**config.mk**
```make
export PLATFORM = sky130hd
export DESIGN_NAME = to_upper
export DESIGN_NICKNAME = d
export VERILOG_FILES = /design/src/rtl/to_upper_pkg.sv /design/src/rtl/to_upper_map.sv /design/src/rtl/to_upper.sv
export SDC_FILE = /design/constraint.sdc
export NUM_CORES = 1
export LEC_CHECK = 0
export ABC_AREA = 1
export BUFFER_PORTS_ARGS = -buffer_cell sky130_fd_sc_hd__clkbuf_2
export CORE_ASPECT_RATIO = 2
export CORE_MARGIN = 2
export CORE_UTILIZATION = 46
export CTS_BUF_LIST = sky130_fd_sc_hd__clkbuf_8 sky130_fd_sc_hd__clkbuf_16
export DETAILED_ROUTE_END_ITERATION = 10
export PLACE_DENSITY_LB_ADDON = 0.08
export SYNTH_ARGS = -nofsm -noshare
export SYNTH_HDL_FRONTEND = slang
export SYNTH_HIERARCHICAL = 1
export SYNTH_SLANG_ARGS = --single-unit
```
**constraint.sdc**
```tcl
create_clock -name clk -period 1.78 [get_ports clk]
set_input_delay 0.356 -clock clk [delete_from_list [all_inputs] [get_ports clk]]
set_output_delay 0.356 -clock clk [all_outputs]
set_load 0.005 [all_outputs]
```
**src/rtl/to_upper_pkg.sv**
```systemverilog
// Shared constants and helpers for the to_upper character case converter.
// Build option: TO_UPPER_LATIN1_EN (consumed only by to_upper_map).
package to_upper_pkg;

    localparam int CHAR_W = 8;

    localparam logic [CHAR_W-1:0] LOWER_FIRST  = 8'h61;
    localparam logic [CHAR_W-1:0] LOWER_LAST   = 8'h7A;
    localparam logic [CHAR_W-1:0] CASE_DELTA   = 8'h20;
    localparam logic [CHAR_W-1:0] LATIN1_FIRST = 8'hE0;
    localparam logic [CHAR_W-1:0] LATIN1_LAST  = 8'hFE;
    localparam logic [CHAR_W-1:0] LATIN1_SKIP  = 8'hF7;

    // 'a'..'z'
    function automatic logic is_ascii_lower(input logic [CHAR_W-1:0] c);
        return (c >= LOWER_FIRST) && (c <= LOWER_LAST);
    endfunction

    // ISO-8859-1 lowercase letters; 0xF7 is the division sign, not a letter
    function automatic logic is_latin1_lower(input logic [CHAR_W-1:0] c);
        return (c >= LATIN1_FIRST) && (c <= LATIN1_LAST) && (c != LATIN1_SKIP);
    endfunction

endpackage

```
**src/rtl/to_upper_map.sv**
```systemverilog
// Combinational lowercase-to-uppercase mapping for one character.
// Build option: TO_UPPER_LATIN1_EN also folds ISO-8859-1 lowercase letters.
module to_upper_map
    import to_upper_pkg::*;
(
    input  logic [CHAR_W-1:0] a,
    output logic [CHAR_W-1:0] b,
    output logic              conv
);

    // Classify the code, then subtract the case offset when it is a lowercase letter
    always_comb begin
        conv = is_ascii_lower(a);
`ifdef TO_UPPER_LATIN1_EN
        conv = conv | is_latin1_lower(a);
`else
        conv = conv & ~a[CHAR_W-1];
`endif
        b = conv ? (a - CASE_DELTA) : a;
    end

endmodule

```
**src/rtl/to_upper.sv**
```systemverilog
// Streaming ASCII case converter: one registered output stage with a
// saturating count of converted characters.
// Build option: TO_UPPER_LATIN1_EN (see to_upper_map).
//
// Handshake: a transfer happens on a rising edge where valid && ready are both
// high. The producer holds its data stable while valid is high and ready is
// low; ready may depend combinationally on the consumer's ready, never on
// valid or data. Here in_ready = !out_valid || out_ready, so a single output
// register sustains one character per cycle with no bubble.
module to_upper
    import to_upper_pkg::*;
#(
    parameter int COUNT_W = 16
) (
    input  logic               clk,
    input  logic               rst_n,
    input  logic [CHAR_W-1:0]  a,
    input  logic               in_valid,
    output logic               in_ready,
    output logic [CHAR_W-1:0]  b,
    output logic               out_valid,
    input  logic               out_ready,
    output logic               out_conv,
    output logic [COUNT_W-1:0] conv_count
);

    localparam logic [COUNT_W-1:0] COUNT_ONE = COUNT_W'(1);
    localparam logic [COUNT_W-1:0] COUNT_MAX = '1;

    logic [CHAR_W-1:0] map_b;
    logic              map_conv;
    logic              in_xfer;
    logic              out_xfer;

    to_upper_map u_map (
        .a    (a),
        .b    (map_b),
        .conv (map_conv)
    );

    // Ready whenever the output register is empty or being drained this cycle
    always_comb begin
        in_ready = !out_valid || out_ready;
        in_xfer  = in_valid && in_ready;
        out_xfer = out_valid && out_ready;
    end

    // Output register: load on input transfer, empty on a lone output transfer
    always_ff @(posedge clk or negedge rst_n) begin
        if (!rst_n) begin
            b         <= '0;
            out_conv  <= 1'b0;
            out_valid <= 1'b0;
        end else if (in_xfer) begin
            b         <= map_b;
            out_conv  <= map_conv;
            out_valid <= 1'b1;
        end else if (out_xfer) begin
            out_valid <= 1'b0;
        end
    end

    // Count accepted characters that were converted, sticking at all-ones
    always_ff @(posedge clk or negedge rst_n) begin
        if (!rst_n) begin
            conv_count <= '0;
        end else if (in_xfer && map_conv && (conv_count != COUNT_MAX)) begin
            conv_count <= conv_count + COUNT_ONE;
        end
    end

endmodule

```
==> results of run 1 <==
worst paths after layout:
path | from | to | slack (ns) | depth (start not counted)
max in group asynchronous | rst_n | conv_count[8] | 1.26 | 1
hold / removal | rst_n | conv_count[13] | 0.10 | 1
min in group clk | a[0] | b[0] | 0.31 | 3
setup / recovery | conv_count[1] | conv_count[9] | 0.24 | 9
setup reg to reg | conv_count[1] | conv_count[9] | 0.24 | 9
hold reg to reg | b[7] | b[7] | 0.48 | 2
synthesized netlist by cell type, drive strengths merged:
cell,number
nand4,9
nand3,12
nand2,105
clkbuf,1
buf,6
xor2,1
o21ai,2
nor2,22
nand3b,1
inv,26
o21bai,1
xnor2,5
dfrtp,26
ha,2
power by group through the flow:
stage / logic (W) / registers (W) / clock network [W]
6_report: 0.000245 / 0.000700 / 0.000321
5_1_grt: 0.000282 / 0.000710 / 0.000357
4_1_cts: 0.000254 / 0.000701 / 0.000340
3_5_place_dp: 0.000254 / 0.000712 / 0
3_3_place_gp: 0.000253 / 0.000712 / 0
2_1_floorplan: 0.000127 / 0.000715 / 0
sequential cells by signal (all words and copies together) (netlist names):
signal	flops
out_valid	1
out_conv	1
conv_count	16
b	8
per-layer routing:
metal	GRT usage	wire, µm	up-vias
li1	-	-	739
met1	0.200	1190	674
met2	0.368	1920	29
met3	0.0229	101	2
met4	0.0561	27	0
met5	0	0	-
metrics by stage:
step           utilization  power [W]  worst slack, ns  area, µm²
2_1_floorplan            -   0.000841            0.380       1560
3_3_place_gp         0.550   0.000965            0.157       1760
3_5_place_dp         0.550   0.000965            0.120       1760
4_1_cts              0.563    0.00130            0.219       1800
5_1_grt              0.563    0.00135           0.0503       1800
6_report             0.563    0.00127            0.235       1800
cell families (layout without fill, tap and decap cells):
| logic type | Yosys count | in the layout |
|---|---|---|
| adders and majority gates | 2 | 2 |
| AOI/OAI and AO/OA | 3 | 3 |
| buffers and inverters | 33 | 70 |
| and+or+nand+nor | 149 | 149 |
| xor gates and xnor gates | 6 | 6 |
| DFF | 26 | 26 |
cell type report:
class | count | area [µm²]
Timing Repair Buffer | 41 | 213
Tap cell | 31 | 38.8
Multi-Input combinational cell | 160 | 757
Inverter | 26 | 97.6
Sequential cell | 26 | 651
Fill cell | 344 | 1400
Clock buffer | 3 | 41.3
placed cells by master (no fill, tap or decap):
cell type | netlist | routed
inv_2 | 2 | 2
ha_1 | 2 | 2
o21ai_0 | 1 | 1
inv_1 | 24 | 24
nand4_1 | 9 | 9
buf_4 | 5 | 3
nand3_2 | 2 | 2
o21bai_4 | 1 | 1
nand2_2 | 4 | 4
nand3b_1 | 1 | 1
nand2_1 | 101 | 101
nor2_4 | 2 | 2
o21ai_1 | 1 | 1
dfrtp_1 | 26 | 26
nor2_1 | 14 | 14
nor2_2 | 6 | 6
clkbuf_8 | 0 | 3
nand3_1 | 10 | 10
xnor2_1 | 5 | 5
clkbuf_2 | 0 | 38
xor2_1 | 1 | 1
==> Flow_metrics.wiki, run 1 <==
{| class="wikitable"
! Metric !! Value
|-
| Max-slew headroom || 0.569
|-
| Power density over cell area || 704 nW/µm²
|-
| Count of routing violations after the opening detailed-route iteration || 25
|-
| Pin count of the biggest net entering global routing || 27
|-
| Synthesized instance count || 219
|-
| Setup violations, final || 0
|-
| Library cells used by synthesis || 21
|-
| Clock network latency to the later pin of the worst-skew pair || about 0.26 ns
|-
| Peak per-stage delay on the critical path || 0.43 ns
|-
| Final Hold Vio Count || 0
|-
| Placeable core region || between 3000 and 4000 µm²
|-
| Clock H-tree levels || 1
|-
| Total Routed Length || roughly 3200 µm
|-
| Post-layout instance count excluding filler cells || between 200 and 300
|-
| Highest Clock Rate || approximately 0.65 GHz
|-
| Worst IR Drop VDD || between 0.4 and 0.5 mV
|-
| Placed wire-length estimate || about 2700 µm
|-
| Number of hold buffers added after cts || 0
|-
| Bufs on Longest Clock Path || 2
|-
| Number of antenna violations at the first check in global routing || 0
|-
| Data required time at the worst endpoint || about 1.9 ns
|-
| Part of the total power dissipated in the clock network || 0.253
|-
| Post-DRT Antenna Nets || 0
|-
| RSZ-0062 raised after global routing || false
|-
| Post-route fraction of the period consumed by the critical path || 0.868
|-
| Standard-cell rows || 29
|-
| First-pass GRT wire length || 5670 µm
|-
| CTS tree || yes
|-
| Synthesis warning total || 6
|-
| Via-per-instance ratio || between 5 and 6
|-
| Cell breakdown of the critical path || ha_1 > nand2_1 > nor2_1 > nand2_2 > nor2_1 > nor2_2 > buf_4 > nand2_1 > nand2_1
|-
| # Max-Cap Violations || 0
|-
| Critical path's top delay family || simple AND/OR/NAND/NOR gates
|-
| DRT Pass-1 Iters || 4
|-
| Worst min-delay path category || input port to asynchronous set/reset pin
|-
| Number of global-route vias before repair || roughly 1400
|-
| Via total after detailed routing || about 1400
|-
| Mean post-synth cell area || between 7 and 8 µm²
|-
| Final setup skew || approximately 0.0047 ns
|-
| Root cell of the clock tree || clkbuf_8
|-
| Crit path max fanout || 7
|-
| Clock tree sinks || 26
|-
| Net switching share of the total power || 0.282
|-
| Synthesis-to-finish area growth || 15.4%
|-
| Net count after synthesis || around 230
|-
| Share of synthesized cell area in full adder, half adder and majority cells || 0.0161
|-
| Reported net switching power || approximately 0.00036 W
|-
| Net total in the final layout || between 200 and 300
|-
| Global route total overflow || 0
|-
| Cell taking the most area after synthesis || dfrtp_1
|-
| Starting utilization of the core area || 0.488
|-
| Fraction of synthesized area in multiplexers || 0
|-
| Synthesized cell area || between 1500 and 2000 µm²
|-
| CP dominant cell by count || nand2_1
|-
| Worst-path cell with the longest stage delay || dfrtp_1
|-
| Worst slew pin tran || approximately 0.65 ns
|-
| Count of buffers inserted at the top-level ports || 38
|-
| Post-detailed-route wirelength per cell || between 10 and 15 µm
|-
| Synth top area share || 0.418
|-
| DIE AREA || ~3900 µm²
|-
| Bufs and invs on worst path || 1
|-
| Internal power consumption || around 0.00091 W
|-
| Smallest hold slack || 0.102 ns
|-
| Data arrival time of the critical path || roughly 1.7 ns
|-
| Worst Path Class, Setup || flop to flop
|-
| Biggest area contributors in the synthesized netlist || dfrtp_1, nand2_1, inv_1
|-
| Number of cells upsized or downsized after cts || 0
|-
| Number of storage elements in the synthesis netlist || 26
|-
| Post-synthesis compound-gate area fraction || 0.0185
|-
| Type of origin of the critical path || flop
|-
| Leakage power || 0.988 nW
|-
| Proportion of synthesized chip area in sequential cells || 0.418
|-
| Layout cells sized above 1 || 0.238
|-
| Die W || approximately 45 µm
|-
| Simple-gate area share of the yosys netlist || 0.418
|-
| Run status || finished, final reports clean
|-
| Global placer's final weighted congestion || 0.853
|-
| All-layer global routing usage || 0.191
|-
| Setup fix buffers added after clock tree synthesis || 0
|-
| Sequential power share || 0.553
|-
| Antenna diode count || 0
|-
| Worst Setup End Kind || flop
|-
| Post-placement cell count || ~280
|-
| Clock transition at the registers of the reported paths || roughly 0.08 ns
|-
| Combinational share of power || 0.194
|-
| TritonCTS Buffers || 3
|-
| Number of top-level design ports || 39
|-
| DRC violations left || 0
|-
| Largest family of logic cells by synthesized area || simple AND/OR/NAND/NOR gates
|-
| Time the final worst path needs with I/O delays and setup || roughly 1.5 ns
|-
| Post-Synth XOR/XNOR Area || 0.0337
|-
| Die outline height || roughly 86 µm
|-
| Slew Limit Fails || 0
|-
| Setup TNS || 0 ns
|}
No activity file was read; power rests on OpenSTA's default activity.
==> run 2, diff against run 1 <==
--- a/config.mk
+++ b/config.mk
@@ -9,7 +9,7 @@
 export BUFFER_PORTS_ARGS = -buffer_cell sky130_fd_sc_hd__clkbuf_2
 export CORE_ASPECT_RATIO = 2
 export CORE_MARGIN = 2
-export CORE_UTILIZATION = 46
+export CORE_UTILIZATION = 50
 export CTS_BUF_LIST = sky130_fd_sc_hd__clkbuf_8 sky130_fd_sc_hd__clkbuf_16
 export DETAILED_ROUTE_END_ITERATION = 10
 export PLACE_DENSITY_LB_ADDON = 0.08
==> Flow_metrics.wiki, run 2 (synthesized netlist as in run 1, its figures left out) <==
{| class="wikitable"
! Metric !! Value
|-
| Worst IR Drop VDD || 0.569 mV (+22%)
|-
| Registers with the most flip-flops || conv_count x16, b x8
|-
| Internal power consumption || 0.000956 W (+5.2%)
|-
| All-layer global routing usage || 0.203 (+0.0124)
|-
| Count of routing violations after the opening detailed-route iteration || 21 (-16%)
|-
| CTS tree || yes
|-
| Net switching share of the total power || 0.279 (-0.00289)
|-
| Starting utilization of the core area || 0.523 (+0.0353)
|-
| Standard-cell rows || 28 (-3.4%)
|-
| Worst min-delay path category || input port to asynchronous set/reset pin
|-
| Via-per-instance ratio || 5.03 (unchanged)
|-
| Max-slew headroom || 0.564 (-0.00519)
|-
| Logic depth of the worst register-to-register path || 9 (unchanged)
|-
| Clock tree sinks || 26 (unchanged)
|-
| Setup TNS || 0 ns (unchanged)
|-
| Reported net switching power || 0.000370 W (+3.7%)
|-
| Leakage power || 0.996 nW (+0.73%)
|-
| Sequential power share || 0.527 (-0.026)
|-
| Root cell of the clock tree || clkbuf_8
|-
| Clock transition at the registers of the reported paths || 0.08 ns (about the same)
|-
| Synthesis-to-finish area growth || 16.2%
|-
| # Max-Cap Violations || 0 (unchanged)
|-
| Global placer's final weighted congestion || 0.785 (-7.9%)
|-
| Worst Setup End Kind || flop
|-
| Placed wire-length estimate || 2560 µm (-4.9%)
|-
| Number of antenna violations at the first check in global routing || 0 (unchanged)
|-
| Commonest cells after routing, fill and taps aside || nand2_1, clkbuf_2, dfrtp_1, inv_1, nor2_1
|-
| TritonCTS Buffers || 3 (unchanged)
|-
| Slew Limit Fails || 0 (unchanged)
|-
| RSZ-0062 raised after global routing || false
|-
| Layout cells sized above 1 || 0.241 (+0.00296)
|-
| Post-DRT Antenna Nets || 0 (unchanged)
|-
| Pin count of the biggest net entering global routing || 27 (unchanged)
|-
| Flip-flop count of the largest register, all copies and words added || 16 (unchanged)
|-
| Combinational share of power || 0.184 (-0.010)
|-
| Commonest non-fill, non-tap cell in the layout || nand2_1
|-
| Global route total overflow || 0 (unchanged)
|-
| DRT Pass-1 Iters || 4 (unchanged)
|-
| DRC violations left || 0 (unchanged)
|-
| Count of buffers inserted at the top-level ports || 38 (unchanged)
|-
| Setup fix buffers added after clock tree synthesis || 0 (unchanged)
|-
| DIE AREA || 3610 µm² (-7.5%)
|-
| Reg-to-reg slack, setup || 0.23 ns (about the same)
|-
| Post-detailed-route wirelength per cell || 11.1 µm (-1.9%)
|-
| Worst Path Class, Setup || flop to flop
|-
| Smallest hold slack || 0.0953 ns (-0.00703 ns)
|-
| Bufs on Longest Clock Path || 2 (unchanged)
|-
| First-pass GRT wire length || 5720 µm (+0.86%)
|-
| Run status || finished, final reports clean
|-
| Post-route fraction of the period consumed by the critical path || 0.872 (+0.00379)
|-
| Net total in the final layout || 272 (unchanged)
|-
| Clock H-tree levels || 1 (unchanged)
|-
| Final Hold Vio Count || 0 (unchanged)
|-
| Highest Clock Rate || 0.645 GHz (-0.44%)
|-
| Placeable core region || 2980 µm² (-6.7%)
|-
| Total Routed Length || 3190 µm (-1.9%)
|-
| Antenna diode count || 0 (unchanged)
|-
| Number of hold buffers added after cts || 0 (unchanged)
|-
| Die W || 43.5 µm (-3.7%)
|-
| Number of global-route vias before repair || 1366 (+0.89%)
|-
| Data required time at the worst endpoint || 1.95 ns (about the same)
|-
| Die outline height || 82.9 µm (-3.9%)
|-
| Power density over cell area || 733 nW/µm² (+4.0%)
|-
| Number of top-level design ports || 39 (unchanged)
|-
| Final setup skew || 0.00250 ns (-0.00219 ns)
|-
| Clock network latency to the later pin of the worst-skew pair || 0.27 ns (about the same)
|-
| Via total after detailed routing || 1444 (unchanged)
|-
| Destination of the worst register-to-register timing path || conv_count[0]
|-
| Time the final worst path needs with I/O delays and setup || 1.55 ns (+0.00675 ns)
|-
| Type of origin of the critical path || flop
|-
| Number of cells upsized or downsized after cts || 0 (unchanged)
|-
| Worst slew pin tran || 0.654 ns (+0.00779 ns)
|-
| Crit path max fanout || 9 (+2)
|-
| Part of the total power dissipated in the clock network || 0.288 (+0.035)
|-
| Data arrival time of the critical path || 1.72 ns (about the same)
|-
| Setup violations, final || 0 (unchanged)
|-
| Worst reg2reg path startpoint || conv_count[1]
|-
| Top register by number of flip-flops || conv_count
|}
==> run 2: cell count changes in the layout (fill, tap and decap cells not counted), sizes merged <==
cell    delta
clkbuf     +1
==> run 2: cell type report <==
type,instances,area [µm²]
flip-flops and latches,26,651
multi-input cells,160,757
inverters,26,97.6
fillers,321,1170
well taps,30,37.5
repair buffers,41,213
clock buffers,4,55.1
==> run 2: power by group through the flow <==
stage | clock, W | sequential [W] | combinational (W)
after floorplan | 0 | 0.000715 | 0.000127
after global placement | 0 | 0.000710 | 0.000248
after detailed placement | 0 | 0.000711 | 0.000251
after CTS | 0.000396 | 0.000699 | 0.000252
after global routing | 0.000416 | 0.000709 | 0.000287
final | 0.000382 | 0.000699 | 0.000245
==> run 2: per-layer routing <==
| layer | GRT usage | share of wire |
|---|---|---|
| met4 | 0.0744 | 0.019 |
| met1 | 0.210 | 0.37 |
| met3 | 0.0261 | 0.033 |
| met2 | 0.387 | 0.58 |
| met5 | 0 | 0 |
==> run 2: through the flow <==
step	std cells	worst slack, ns	area, µm²	util	power [W]
3_5_place_dp	283	0.181	1760	0.589	0.000962
5_1_grt	287	0.0917	1810	0.608	0.00141
6_report	287	0.229	1810	0.608	0.00133
2_1_floorplan	219	0.380	1560	-	0.000841
4_1_cts	287	0.216	1810	0.608	0.00135
3_3_place_gp	283	0.183	1760	0.589	0.000958
==> run 2: worst max-delay path by stage <==
stage | endpoint | slack [ns] | startpoint | depth (start not counted)
6_report | conv_count[0] | 0.23 | conv_count[1] | 9
5_1_grt | conv_count[2] | 0.09 | conv_count[1] | 7
4_1_cts | conv_count[0] | 0.22 | conv_count[1] | 9
3_5_place_dp | conv_count[2] | 0.18 | a[6] | 9
3_3_place_gp | conv_count[15] | 0.18 | a[6] | 10
2_1_floorplan | conv_count[0] | 0.38 | a[6] | 9
==> run 2: critical path, stage by stage (launching register included) <==
cell	delay (ns)
dfrtp_1	0.42
ha_1	0.23
nand2_1	0.07
nor2_1	0.13
nand2_2	0.12
nor2_1	0.14
nor2_2	0.04
buf_4	0.17
nand2_1	0.07
nand2_1	0.05
==> run 3, diff against run 2 <==
--- a/config.mk
+++ b/config.mk
@@ -12,6 +12,7 @@
 export CORE_UTILIZATION = 50
 export CTS_BUF_LIST = sky130_fd_sc_hd__clkbuf_8 sky130_fd_sc_hd__clkbuf_16
 export DETAILED_ROUTE_END_ITERATION = 10
+export HOLD_SLACK_MARGIN = 0.15
 export PLACE_DENSITY_LB_ADDON = 0.08
 export SYNTH_ARGS = -nofsm -noshare
 export SYNTH_HDL_FRONTEND = slang
==> Flow_metrics.wiki, run 3 (synthesized netlist as in run 1, its figures left out) <==
{| class="wikitable"
! Metric !! Value
|-
| Type of origin of the critical path || flop
|-
| First-pass GRT wire length || 5720 µm (unchanged)
|-
| Die W || 43.5 µm (unchanged)
|-
| M3 GR Usage || 0.0261 (unchanged)
|-
| Setup fix buffers added after clock tree synthesis || 0 (unchanged)
|-
| Net switching share of the total power || 0.278 (-0.000595)
|-
| DRT Pass-1 Iters || 4 (unchanged)
|-
| GR Util met1 || 0.210 (unchanged)
|-
| Post-route fraction of the period consumed by the critical path || 0.872 (about the same)
|-
| Time the final worst path needs with I/O delays and setup || 1.55 ns (-0.0000910 ns)
|-
| Hold wc startpoint || a[1]
|-
| # Max-Cap Violations || 0 (unchanged)
|-
| Global placer's final weighted congestion || 0.785 (unchanged)
|-
| Max-slew headroom || 0.565 (+0.000776)
|-
| Hold Path Stages || 3
|-
| Smallest setup slack after layout || 0.229 ns (+0.0000910 ns)
|-
| Reported net switching power || 0.000370 W (-0.15%)
|-
| Commonest non-fill, non-tap cell in the layout || nand2_1
|-
| Hold EP || b[1]
|-
| Clock network latency to the later pin of the worst-skew pair || 0.27 ns (about the same)
|-
| Worst min-delay path category || input port to flop
|-
| Final Hold Vio Count || 0 (unchanged)
|-
| Run status || finished, final reports clean
|-
| RSZ-0062 raised after global routing || false
|-
| Registers with the most flip-flops || conv_count x16, b x8
|-
| Global route total overflow || 0 (unchanged)
|-
| Top register by number of flip-flops || conv_count
|-
| Reg-to-reg slack, setup || 0.23 ns (about the same)
|-
| Worst reg2reg path startpoint || conv_count[1]
|-
| Post-placement setup slack || 0.181 ns (unchanged)
|-
| Synthesis-to-finish area growth || 16.9%
|-
| Root cell of the clock tree || clkbuf_8
|-
| Clock tree sinks || 26 (unchanged)
|-
| Fraction of the core area covered by cells at the end of the flow || 0.611 (+0.00336)
|-
| Highest Clock Rate || 0.645 GHz (about the same)
|-
| Internal power consumption || 0.000958 W (+0.15%)
|-
| Post-layout instance count excluding filler cells || 288 (+0.35%)
|-
| Via total after detailed routing || 1446 (+0.14%)
|-
| Area occupied by registers || 651 µm² (unchanged)
|-
| Setup violations, final || 0 (unchanged)
|-
| Post-placement cell count || 283 (unchanged)
|-
| Layer carrying the most global-route usage || met2
|-
| Die outline height || 82.9 µm (unchanged)
|-
| Standard-cell rows || 28 (unchanged)
|-
| Area occupied by multi-input gates || 757 µm² (unchanged)
|-
| Post-detailed-route wirelength per cell || 11.1 µm (+0.22%)
|-
| Count of buffers inserted at the top-level ports || 38 (unchanged)
|-
| Placed wire-length estimate || 2560 µm (unchanged)
|-
| Power density over cell area || 729 nW/µm² (-0.49%)
|-
| Starting utilization of the core area || 0.523 (unchanged)
|-
| Final setup skew || 0.00168 ns (-0.000819 ns)
|-
| Clock transition at the registers of the reported paths || 0.08 ns (about the same)
|-
| Data required time at the worst endpoint || 1.95 ns (about the same)
|-
| Worst IR Drop VDD || 0.566 mV (-0.50%)
|-
| Crit path max fanout || 9 (unchanged)
|-
| Part of the total power dissipated in the clock network || 0.287 (about the same)
|-
| Number of top-level design ports || 39 (unchanged)
|-
| Destination of the worst register-to-register timing path || conv_count[0]
|-
| Smallest hold slack || 0.303 ns (+0.208 ns)
|-
| Global routing usage on met2 || 0.387 (unchanged)
|-
| Layout cells sized above 1 || 0.240 (-0.000935)
|-
| Antenna diode count || 0 (unchanged)
|-
| Logic depth of the worst register-to-register path || 9 (unchanged)
|-
| Net total in the final layout || 273 (+0.37%)
|-
| Number of antenna violations at the first check in global routing || 0 (unchanged)
|-
| FILL cells || 320 (-0.31%)
|-
| Number of global-route vias before repair || 1366 (unchanged)
|-
| Commonest cells after routing, fill and taps aside || nand2_1, clkbuf_2, dfrtp_1, inv_1, nor2_1
|-
| Setup TNS || 0 ns (unchanged)
|-
| CTS tree || yes
|-
| Via-per-instance ratio || 5.02 (-0.21%)
|-
| Count of routing violations after the opening detailed-route iteration || 25 (+19%)
|-
| Data arrival time of the critical path || 1.72 ns (about the same)
|-
| Sequential power share || 0.527 (about the same)
|-
| Slew Limit Fails || 0 (unchanged)
|-
| Post-DRT Antenna Nets || 0 (unchanged)
|-
| TritonCTS Buffers || 3 (unchanged)
|-
| DIE AREA || 3610 µm² (unchanged)
|-
| Leakage power || 1.00 nW (+0.42%)
|-
| Worst slew pin tran || 0.652 ns (-0.00117 ns)
|-
| Worst Path Class, Setup || flop to flop
|-
| Total Routed Length || 3200 µm (+0.56%)
|-
| Worst Setup End Kind || flop
|-
| DRC violations left || 0 (unchanged)
|-
| Combinational share of power || 0.186 (+0.002)
|-
| Flip-flop count of the largest register, all copies and words added || 16 (unchanged)
|-
| Clock H-tree levels || 1 (unchanged)
|-
| Pin count of the biggest net entering global routing || 27 (unchanged)
|-
| Placeable core region || 2980 µm² (unchanged)
|-
| All-layer global routing usage || 0.203 (unchanged)
|-
| Bufs on Longest Clock Path || 2 (unchanged)
|}
[run 3: cell type report]
class,count,share of cell area
multi-input combinational,160,0.416
sequential,26,0.357
timing repair buffer,42,0.122
inverter,26,0.0536
clock buffer,4,0.0302
tap,30,0.0206
[run 3: worst max-delay path, cell delays in order (launching register included)]
cell and delay, ns:
dfrtp_1 0.42, ha_1 0.23, nand2_1 0.07, nor2_1 0.13, nand2_2 0.12, nor2_1 0.14, nor2_2 0.04, buf_4 0.17
nand2_1 0.07, nand2_1 0.05
[run 3: repair_timing]
item,4_1_cts,5_1_grt
endpoints found under the hold margin,26,0
gates resized for setup,0,0
hold buffers,1,0
[run 3: power by group through the flow]
stage	logic, W	clock network [W]	registers (W)
after global placement	0.000248	0	0.000710
final	0.000246	0.000381	0.000700
after detailed placement	0.000251	0	0.000711
after floorplan	0.000127	0	0.000715
after global routing	0.000289	0.000416	0.000709
after CTS	0.000254	0.000396	0.000699
[run 3: worst max-delay path by stage]
stage / startpoint / endpoint / slack, ns / cells past startpoint
after global routing: conv_count[1] / conv_count[2] / 0.09 / 7
after detailed placement: a[6] / conv_count[2] / 0.18 / 9
after floorplan: a[6] / conv_count[0] / 0.38 / 9
final: conv_count[1] / conv_count[0] / 0.23 / 9
after CTS: conv_count[1] / conv_count[0] / 0.22 / 9
after global placement: a[6] / conv_count[15] / 0.18 / 10
[run 3: through the flow]
step / cell area [µm²] / power, W
after floorplan: 1560 / 0.000841
after global placement: 1760 / 0.000958
after detailed placement: 1760 / 0.000962
after CTS: 1820 / 0.00135
after global routing: 1820 / 0.00141
final: 1820 / 0.00133
[run 3: layer usage]
metal	vias to the layer above	routed length (µm)
met5	-	0
met3	5	103
met1	670	1180
met2	28	1860
met4	0	59
li1	743	-
